**src/rtl/sram_ctrl_pkg.sv**
```systemverilog
// Shared constants and types for the SRAM port controller and its arbiter.
package sram_ctrl_pkg;

    localparam int SRAM_ADDR_W = 8;
    localparam int SRAM_DATA_W = 160;
    localparam int SRAM_MASK_W = 8;
    localparam int LANE_W      = SRAM_DATA_W / SRAM_MASK_W;

    typedef enum logic {INIT, READY} state_t;

    typedef struct packed {
        logic [SRAM_ADDR_W-1:0] addr;
        logic [SRAM_DATA_W-1:0] data;
        logic [SRAM_MASK_W-1:0] mask;
    } wcmd_t;

endpackage

```
**src/rtl/sram_port_ctrl_rr_arb2.sv**
```systemverilog
// Two-way round-robin arbiter; the pointer only moves when both requesters contend.
module rr_arb2 (
    input  logic       clock,
    input  logic       reset,
    input  logic       en,
    input  logic [1:0] req,
    output logic [1:0] gnt
);

    logic rr;

    always_comb begin
        gnt = 2'b00;
        if (en) begin
            case (req)
                2'b01:   gnt = 2'b01;
                2'b10:   gnt = 2'b10;
                2'b11:   gnt = rr ? 2'b10 : 2'b01;
                default: gnt = 2'b00;
            endcase
        end
    end

    always_ff @(posedge clock or posedge reset) begin
        if (reset)
            rr <= 1'b0;
        else if (en && req == 2'b11)
            rr <= ~rr;
    end

endmodule

```
**src/rtl/sram_port_ctrl.sv**
```systemverilog
// Front-end for a 1R/1W masked SRAM: zero-fill sweep, 2-way write arbitration, 1-cycle reads.
// Optional read-during-write bypass is built when SRAM_PORT_CTRL_BYPASS_EN is defined.
module sram_port_ctrl
    import sram_ctrl_pkg::*;
#(
    parameter int ADDR_W = SRAM_ADDR_W,
    parameter int DATA_W = SRAM_DATA_W,
    parameter int MASK_W = SRAM_MASK_W
) (
    input  logic              clock,
    input  logic              reset,
    output logic              init_done,
    input  logic              w0_valid,
    output logic              w0_ready,
    input  logic [ADDR_W-1:0] w0_addr,
    input  logic [DATA_W-1:0] w0_data,
    input  logic [MASK_W-1:0] w0_mask,
    input  logic              w1_valid,
    output logic              w1_ready,
    input  logic [ADDR_W-1:0] w1_addr,
    input  logic [DATA_W-1:0] w1_data,
    input  logic [MASK_W-1:0] w1_mask,
    input  logic              rd_valid,
    output logic              rd_ready,
    input  logic [ADDR_W-1:0] rd_addr,
    output logic              rd_resp_valid,
    output logic [DATA_W-1:0] rd_resp_data,
    output logic [ADDR_W-1:0] sram_r_addr,
    input  logic [DATA_W-1:0] sram_r_data,
    output logic              sram_w_en,
    output logic [ADDR_W-1:0] sram_w_addr,
    output logic [DATA_W-1:0] sram_w_data,
    output logic [MASK_W-1:0] sram_w_mask
);

    localparam int LW     = DATA_W / MASK_W;
    localparam int STAGES = 1;

    state_t            state;
    logic [ADDR_W-1:0] init_cnt;
    logic [1:0]        wgnt;
    wcmd_t             wcmd, wsel;
    logic              rd_acc;
    logic [ADDR_W-1:0] r_addr_q;
    logic [STAGES:1]   vld_q;
    logic [STAGES:0]   vld_pipe;
    logic [DATA_W-1:0] merged;

    rr_arb2 u_arb (
        .clock (clock),
        .reset (reset),
        .en    (init_done),
        .req   ({w1_valid, w0_valid}),
        .gnt   (wgnt)
    );

    assign w0_ready = wgnt[0];
    assign w1_ready = wgnt[1];

    always_comb begin
        wsel = '{addr: w0_addr, data: w0_data, mask: w0_mask};
        if (wgnt[1])
            wsel = '{addr: w1_addr, data: w1_data, mask: w1_mask};
    end

    // Sweep writes go out through the same write register as granted writes.
    always_ff @(posedge clock or posedge reset) begin
        if (reset) begin
            state     <= INIT;
            init_cnt  <= '0;
            init_done <= 1'b0;
            sram_w_en <= 1'b0;
            wcmd      <= '0;
        end else if (state == INIT) begin
            sram_w_en <= 1'b1;
            wcmd      <= '{addr: init_cnt, data: '0, mask: '1};
            init_cnt  <= init_cnt + 1'b1;
            if (init_cnt == '1)
                state <= READY;
        end else begin
            init_done <= 1'b1;
            sram_w_en <= |wgnt;
            if (|wgnt)
                wcmd <= wsel;
        end
    end

    assign sram_w_addr = wcmd.addr;
    assign sram_w_data = wcmd.data;
    assign sram_w_mask = wcmd.mask;

    assign rd_ready    = init_done;
    assign rd_acc      = rd_valid & rd_ready;
    assign sram_r_addr = rd_acc ? rd_addr : r_addr_q;
    assign vld_pipe    = {vld_q, rd_acc};

    always_ff @(posedge clock or posedge reset) begin
        if (reset) begin
            vld_q    <= '0;
            r_addr_q <= '0;
        end else begin
            vld_q <= vld_pipe[STAGES-1:0];
            if (rd_acc)
                r_addr_q <= rd_addr;
        end
    end

`ifdef SRAM_PORT_CTRL_BYPASS_EN
    logic              byp_hit;
    logic [DATA_W-1:0] byp_data;
    logic [MASK_W-1:0] byp_mask;

    // The SRAM returns pre-write contents on a same-cycle collision; patch written lanes.
    always_ff @(posedge clock or posedge reset) begin
        if (reset) begin
            byp_hit  <= 1'b0;
            byp_data <= '0;
            byp_mask <= '0;
        end else if (rd_acc) begin
            byp_hit  <= sram_w_en && (sram_w_addr == rd_addr);
            byp_data <= sram_w_data;
            byp_mask <= sram_w_mask;
        end
    end

    for (genvar l = 0; l < MASK_W; l++) begin : g_lane
        assign merged[l*LW +: LW] = (byp_hit && byp_mask[l]) ? byp_data[l*LW +: LW]
                                                             : sram_r_data[l*LW +: LW];
    end
`else
    assign merged = sram_r_data;
`endif

    assign rd_resp_valid = vld_pipe[STAGES];
    assign rd_resp_data  = rd_resp_valid ? merged : '0;

endmodule

```
**config.mk**
```make
export PLATFORM = sky130hd
export DESIGN_NAME = sram_port_ctrl
export DESIGN_NICKNAME = d
export VERILOG_FILES = /design/src/rtl/sram_ctrl_pkg.sv /design/src/rtl/sram_port_ctrl_rr_arb2.sv /design/src/rtl/sram_port_ctrl.sv
export SDC_FILE = /design/constraint.sdc
export NUM_CORES = 1
export LEC_CHECK = 0
export ABC_AREA = 1
export CAP_MARGIN = 25
export CORE_AREA = 2 2 337 339
export CTS_CLUSTER_DIAMETER = 80
export DETAILED_ROUTE_END_ITERATION = 6
export DIE_AREA = 0 0 339 341
export HOLD_SLACK_MARGIN = 0.03
export SLEW_MARGIN = 15
export SYNTH_ARGS = -nofsm -noshare
export SYNTH_HDL_FRONTEND = slang
export SYNTH_HIERARCHICAL = 1
export SYNTH_SLANG_ARGS = --single-unit
```
**constraint.sdc**
```tcl
create_clock -name clock -period 7.3 [get_ports clock]
set_clock_uncertainty 0.05 [all_clocks]
set_input_delay 1.095 -clock clock [delete_from_list [all_inputs] [get_ports clock]]
set_output_delay 1.095 -clock clock [all_outputs]
set_load 0.005 [all_outputs]
```
Yosys cells after proc, flatten, opt, wreduce, memory -nomap -nowiden
Cells that the tools add are included.
{"block": "totals", "regBits": 197, "latchBits": 0, "ram_bits": 0, "romBits": 0, "in_bits": 525, "output_inout_bits": 350, "mem_count": 0}
{"block": "op_classes", "add_sub_neg": 1, "mul": 0, "n_div": 0, "magnitude_cmp": 0, "eq_ne": 5, "shift": 0, "mux": 11, "bitwise": 2, "reduce_logical": 2}
{"cell": "$mux 176", "n": 3}
{"cell": "$mux 160", "n": 1}
{"cell": "$add 8x1->8 const B", "n": 1}
{"cell": "$eq 8x8->1 const B", "n": 1}
{"cell": "$mux 8", "n": 1}
{"cell": "$pmux 2 s3", "n": 1}
{"cell": "$eq 2x2->1 const B", "n": 2}
{"cell": "$mux 2", "n": 2}
{"cell": "$mux 1", "n": 3}
{"cell": "$eq 2x1->1 const B", "n": 1}
{"cell": "$ne 2x1->1 const B", "n": 1}
{"cell": "$reduce_or 2->1", "n": 1}
{"cell": "$and 1x1->1", "n": 1}
{"cell": "$logic_and 1x1->1", "n": 1}
{"cell": "$not 1->1", "n": 1}

Longest topological paths before layout
Gate-level depths: netlist (run 1).
{"block": "depth", "word_depth": 6, "mapped_depth": 10}

Hierarchy
Netlist (run 1), hierarchy kept.
{"mod": "sram_port_ctrl", "instances": 1, "cells_each": 1448, "area_per_inst_um2": 10859.2, "seq_area_each_um2": 4904.7}
{"mod": "rr_arb2", "instances": 1, "cells_each": 11, "area_per_inst_um2": 68.8, "seq_area_each_um2": 25.0}

Worst setup path after synthesis (run 1)
No wires, ideal clock.
{"block": "synth_path", "path_type": "in2out", "from": "in rd_valid", "to": "out sram_r_addr[0]", "arrival_time_ns": 1.637, "t_required_ns": 6.155, "setup_slack_ns": 4.518, "cell_stages": 4, "cell_sequence": "nand2_1 clkinv_1 nand2_1 nand2_1"}
{"block": "synth_via", "elab_chain_len": 2}
{"element": "from (decl)", "line": "sram_port_ctrl.sv:23", "source": "input logic rd_valid,"}
{"element": "$and 1x1->1", "line": "sram_port_ctrl.sv:93", "source": "assign rd_acc = rd_valid & rd_ready;"}
{"element": "named net rd_acc", "line": "sram_port_ctrl.sv:43", "source": "logic rd_acc;"}
{"element": "$mux 8"}
{"element": "to (decl)", "line": "sram_port_ctrl.sv:28", "source": "output logic [ADDR_W-1:0] sram_r_addr,"}
The timed path passes the listed nets, and every way through them passes these cells.

Worst setup path after layout (run 1)
{"block": "layout_path", "from": "in w1_valid", "to": "out w1_ready"}
{"block": "layout_via", "elab_chain_len": 3}
{"element": "from (decl)", "line": "sram_port_ctrl.sv:18", "source": "input logic w1_valid,"}
{"element": "$eq 2x2->1 or $eq 2x1->1 (tied branches)", "line": "sram_port_ctrl_rr_arb2.sv:15", "source": "case (req)"}
{"element": "$pmux 2 s3 *", "line": "sram_port_ctrl_rr_arb2.sv:15"}
{"element": "$mux 2 *", "line": "sram_port_ctrl_rr_arb2.sv:14", "source": "if (en) begin"}
{"element": "to (decl)", "line": "sram_port_ctrl.sv:19", "source": "output logic w1_ready,"}
Every way passes the cells marked *; elsewhere a longest branch is shown, timed or not.

==> impl_metrics.json, run 1 <==
{
  "antenna_found_initial": 90,
  "fin_area_mm2": 0.0219,
  "ys_warn_count": 6,
  "dieWidth_um": 339,
  "synth_cell_types": 23,
  "drive_gt1_share_pct": 9.51,
  "yosys.area.top_type": "dfrtp_1",
  "syn_to_final_growth_pct": 100,
  "die_area_mm2": 0.116,
  "synth_area_per_cell_um2": 7.49,
  "pin_count": 875,
  "dp_hpwl_um": 70600,
  "std_cell_rows": 123,
  "regArea_mm2": 0.00493,
  "vias": 13400,
  "rsz0062_at_grt": "no",
  "ant_nets": 0,
  "dpl_cell_area_mm2": 0.0212,
  "pwr-share-clk_pct": 41.6,
  "synth_common_cells": "nand2_1, dfrtp_1, inv_1",
  "place_ws_ns": 2.66,
  "synth-main-ff-cell": "dfrtp_1",
  "die_y_um": 341,
  "drt-initial-drc-count": 667,
  "cts_made_buffers": 17,
  "power_mw": 2.51,
  "crit_path_end_kind": "output pin",
  "dr.pass1.iters": 5,
  "crit_path_start_kind": "primary input",
  "grt_pass1_vias": 13400,
  "cts_tree": "built",
  "nets": 2794,
  "required_ns": 6.15,
  "cts_hold_buf": 0,
  "syn_area_mm2": 0.0109,
  "clk_latency_ns": 0.50,
  "portBuffers": 874,
  "clkTransAtPathRegs_ns": 0.09,
  "switching_share_pct": 25.8,
  "tightest_slew_ns": 1.03,
  "cts_buffer_depth": 2,
  "core_area_mm2": 0.112,
  "multi_input_area_mm2": 0.00478,
  "gp_congestion": 0.921,
  "synth_fp_nets": 1985,
  "cts.htree.levels": 4,
  "synth_area_leaders": "dfrtp_1, nand2_1, o211ai_1, or2_2, inv_1",
  "power_frac_seq_pct": 43.4,
  "wirelength_um": 83200,
  "p_leak_nw": 10.5,
  "fin_crit_sh_pct": 59.2,
  "wl_per_cell_um": 21.9,
  "clockRootBuffer": "clkbuf_16",
  "worst_slack_ns": 2.98,
  "drv_slew": 0,
  "cts_setup_buffers": 0,
  "p_per_area_mw_per_mm2": 115,
  "post_cts_resized": 0,
  "hold_class": "reg -> reg",
  "slew_headroom_pct": 31.3,
  "fmax_mhz": 231,
  "hold_violations": 0,
  "overflow": 0,
  "period_needed_ns": 4.32,
  "ir_drop_v": 0.000126,
  "drc_errors": 0,
  "tns_ns": 0,
  "cts.sinks": 197,
  "ys_seq_elements": 197,
  "grt_pass1_wl_um": 112000,
  "finalSetupViolations": 0,
  "synth_top_area_share_pct": 45.1,
  "p_comb_share_pct": 15.0,
  "synth_cells": 1459,
  "via_per_inst": 3.52,
  "synth-edff-count": 0,
  "grt_start_max_net_pins": 145,
  "start_util_pct": 9.77,
  "arrival_ns": 3.18,
  "grt_usage_pct": 14.0,
  "synth.most_common_cell": "nand2_1",
  "power.internal_mw": 1.86,
  "maxCapViolations": 0,
  "p_sw_mw": 0.647,
  "crit_path_max_fanout": 36,
  "fillers": 12600,
  "worst-setup-path-type": "in -> out",
  "yosysSeqAreaShare_pct": 45.1,
  "synthArstFlopShare_pct": 100,
  "status": "finished, final reports clean"
}
state kept, by name, summed over array words and instances, names as in the netlist:
signal / cells
init_done: 1
r_addr_q: 8
sram_w_addr: 8
sram_w_data: 160
rd_resp_valid: 1
init_cnt: 8
sram_w_en: 1
u_arb/rr: 1
sram_w_mask: 8
state: 1
layout make-up:
type	count	share of cell area, %
antenna	20	0.229
sequential	197	22.6
multi-input combinational	974	21.9
timing repair buffer	888	40.7
clock inverter	14	0.726
inverter	190	3.34
tap	1500	8.58
clock buffer	18	2.01
worst max-delay path, stage by stage:
cell and delay [ns]:
clkdlybuf4s50_1 0.53, nand2_1 0.11, a21oi_4 0.79, clkdlybuf4s50_1 0.66
path summary, 6_finish.rpt:
| check | start | endpoint | slack, ns | depth (start not counted) |
|---|---|---|---|---|
| worst max-delay path | w1_valid | w1_ready | 2.98 | 4 |
| worst min-delay path | r_addr_q[1]$_DFF_PP0_ | r_addr_q[1]$_DFF_PP0_ | 0.43 | 2 |
| worst max register to register | init_done$_DFFE_PP0P_ | sram_w_data[134]$_DFFE_PP0P_ | 3.51 | 8 |
| worst min register to register | r_addr_q[1]$_DFF_PP0_ | r_addr_q[1]$_DFF_PP0_ | 0.43 | 2 |
| max in group asynchronous | reset | sram_w_data[122]$_DFFE_PP0P_ | 4.84 | 3 |
| min in group asynchronous | reset | u_arb/rr$_DFFE_PP0P_ | 0.85 | 2 |
routing by layer:
metal | GRT usage [%] | wire, um | part of all wire, % | vias up
met5 | 0 | 40 | 0.048 | -
met4 | 6.61 | 4480 | 5.4 | 6
met3 | 3.68 | 5220 | 6.3 | 204
met2 | 25.5 | 42500 | 51 | 711
met1 | 15.1 | 31000 | 37 | 6339
li1 | - | - | - | 6128
layout by cell type (no fill, tap or decap), types with 2 or more instances in the layout:
cell type	Yosys	routed
clkdlybuf4s50_1	0	874
nand2_1	586	586
dfrtp_1	197	196
inv_1	186	185
or2_2	162	162
o211ai_1	160	160
nand3_1	23	23
diode_2	0	20
nor2_1	18	18
clkbuf_16	0	17
a21oi_1	16	15
buf_4	6	10
inv_8	0	6
inv_6	0	5
buf_12	0	4
xor2_1	3	3
clkinv_4	0	2
kinds of logic after synthesis:
group                    count (synthesis)  synth area share [%]
flip-flops                             197                  45.1
adder cells (fa/ha/maj)                  1                 0.114
AO/OA/AOI/OAI                          177                  11.8
XOR/XNOR                                 3                 0.240
buffers and inverters                  288                  11.2
AND/OR/NAND/NOR                        793                  31.5
metrics by stage:
step           hold WS, ns  util, %  std cells
3_3_place_gp         0.412     19.0       3749
3_5_place_dp         0.411     19.0       3749
6_report             0.431     19.6       3801
2_1_floorplan        0.412        -       1459
4_1_cts              0.434     19.5       3781
5_1_grt              0.455     19.5       3796
power by group through the flow:
stage               Sequential [mW]  Clock (mW)  Combinational (mW)
CTS                            1.09        1.09               0.381
finish                         1.09        1.04               0.375
global route                   1.09        1.12               0.401
floorplan                      1.11           0              0.0559
detailed placement             1.11           0               0.379
global placement               1.11           0               0.380
Note: power is estimated with default switching activity, not from simulation.
==> run 2: changes to the inputs <==
==> constraint.sdc (replaced) <==
create_clock -name clock -period 4.25 [get_ports clock]
set_clock_uncertainty 0.05 [all_clocks]
set_input_delay 0.6375 -clock clock [delete_from_list [all_inputs] [get_ports clock]]
set_output_delay 0.6375 -clock clock [all_outputs]
set_load 0.005 [all_outputs]
==> impl_metrics.json, run 2 (same netlist as run 1, synthesis figures left out) <==
{
  "met3_usage_pct": 3.22,
  "dpl_cell_area_mm2": 0.0214,
  "grt_usage_pct": 14.4,
  "status": "finished, final reports clean",
  "arrival_ns": 2.54,
  "drt-initial-drc-count": 634,
  "hold_violations": 0,
  "crit_path_end_kind": "output pin",
  "tns_ns": 0,
  "worst_slack_ns": 1.02,
  "fin_area_mm2": 0.0221,
  "antenna_found_initial": 104,
  "finalSetupViolations": 0,
  "clockRootBuffer": "clkbuf_16",
  "grt_util_met1_pct": 15.5,
  "slew_headroom_pct": 38.6,
  "worst-setup-path-type": "reg -> out",
  "place_ws_ns": 1.17,
  "grt_use_met2_pct": 26.7,
  "gp_congestion": 0.951,
  "ir_drop_v": 0.000273,
  "vias": 13400,
  "clkTransAtPathRegs_ns": 0.09,
  "cpMostUsedCell": "nand2_1",
  "p_per_area_mw_per_mm2": 196,
  "dr.pass1.iters": 5,
  "grt_pass1_wl_um": 114000,
  "syn_to_final_growth_pct": 102,
  "rsz0062_at_grt": "no",
  "placedCellCount": 3768,
  "std_cell_rows": 123,
  "cts.htree.levels": 4,
  "worst_path_max_delay_cell": "dfrtp_1",
  "drv_slew": 0,
  "dieWidth_um": 339,
  "fmax_mhz": 310,
  "cp_cell_sequence": "nand2_1 > clkinv_1 > nand2_1 > nand2_1 > clkdlybuf4s50_1",
  "grt_pass1_vias": 13300,
  "die_y_um": 341,
  "grt_start_max_net_pins": 101,
  "maxCapViolations": 0,
  "crit_path_start": "init_done$_DFFE_PP0P_",
  "start_util_pct": 9.77,
  "nets": 2813,
  "core_area_mm2": 0.112,
  "drc_errors": 0,
  "cts.sinks": 197,
  "ant_nets": 0,
  "required_ns": 3.56,
  "post_cts_resized": 0,
  "hold_ws_ns": 0.338,
  "cts_tree": "built",
  "tightest_slew_ns": 0.921,
  "overflow": 0,
  "p_leak_nw": 10.6,
  "via_per_inst": 3.51,
  "cts_setup_buffers": 0,
  "hold_class": "in -> async",
  "die_area_mm2": 0.116,
  "fin_crit_sh_pct": 75.9,
  "crit_path_start_kind": "register",
  "power_mw": 4.32,
  "clk_latency_ns": 0.50,
  "pin_count": 875,
  "final_common_cell": "clkdlybuf4s50_1",
  "critPathMaxStageDelay_ns": 0.68,
  "fin_cells": 3824,
  "cts_buffer_depth": 2,
  "portBuffers": 874,
  "dp_hpwl_um": 73800,
  "grt-busiest-layer": "met2",
  "largest_register_ff_count": 160,
  "final_util_pct": 19.7,
  "cts_made_buffers": 17,
  "drive_gt1_share_pct": 10.3,
  "crit_path_max_fanout": 9,
  "wl_per_cell_um": 22.4,
  "r2r-start": "init_done$_DFFE_PP0P_",
  "layout_common_cells": "clkdlybuf4s50_1, nand2_1, dfrtp_1, inv_1, or2_2",
  "cts_hold_buf": 0,
  "period_needed_ns": 3.23,
  "wirelength_um": 85800
}
run 2: final cells by class:
type                            count  area, um2
Antenna cell                       24       60.1
Clock buffer                       17        425
Clock inverter                     15        191
Fill cell                       12500      89800
Inverter                          190        727
Multi-Input combinational cell    974       4780
Sequential cell                   197       4930
Tap cell                         1500       1880
Timing Repair Buffer              907       9080
run 2: power by group:
| group | total (mW) | internal (mW) | leakage (nW) | switching, mW |
|---|---|---|---|---|
| logic | 0.657 | 0.478 | 7.62 | 0.179 |
| clock network | 1.79 | 0.810 | 0.299 | 0.985 |
| registers | 1.87 | 1.87 | 2.68 | 0 |
run 2: worst max-delay path: cells and delay by family (launching register included):
kind	cells	cell delay [ns]
flip-flops	1	0.68
buffers and inverters	2	0.83
AND/OR/NAND/NOR	3	0.52
run 2: final timing paths:
| path | endpoint | slack (ns) | cells past startpoint |
|---|---|---|---|
| max in group asynchronous | sram_w_data[122]$_DFFE_PP0P_ | 2.68 | 3 |
| worst max-delay path | sram_r_addr[4] | 1.02 | 5 |
| worst min register to register | sram_w_data[145]$_DFFE_PP0P_ | 0.43 | 2 |
| worst min-delay path | u_arb/rr$_DFFE_PP0P_ | 0.34 | 2 |
| worst max register to register | sram_w_data[139]$_DFFE_PP0P_ | 1.65 | 6 |
| min in group clock | sram_w_data[145]$_DFFE_PP0P_ | 0.43 | 2 |
run 2: per-layer routing:
metal / share of wire (%) / wire, um / vias up
met2: 52 / 44800 / 710
met3: 5.3 / 4580 / 222
met1: 37 / 32000 / 6338
li1: - / - / 6165
met4: 5.2 / 4460 / 2
met5: 0.014 / 12 / -
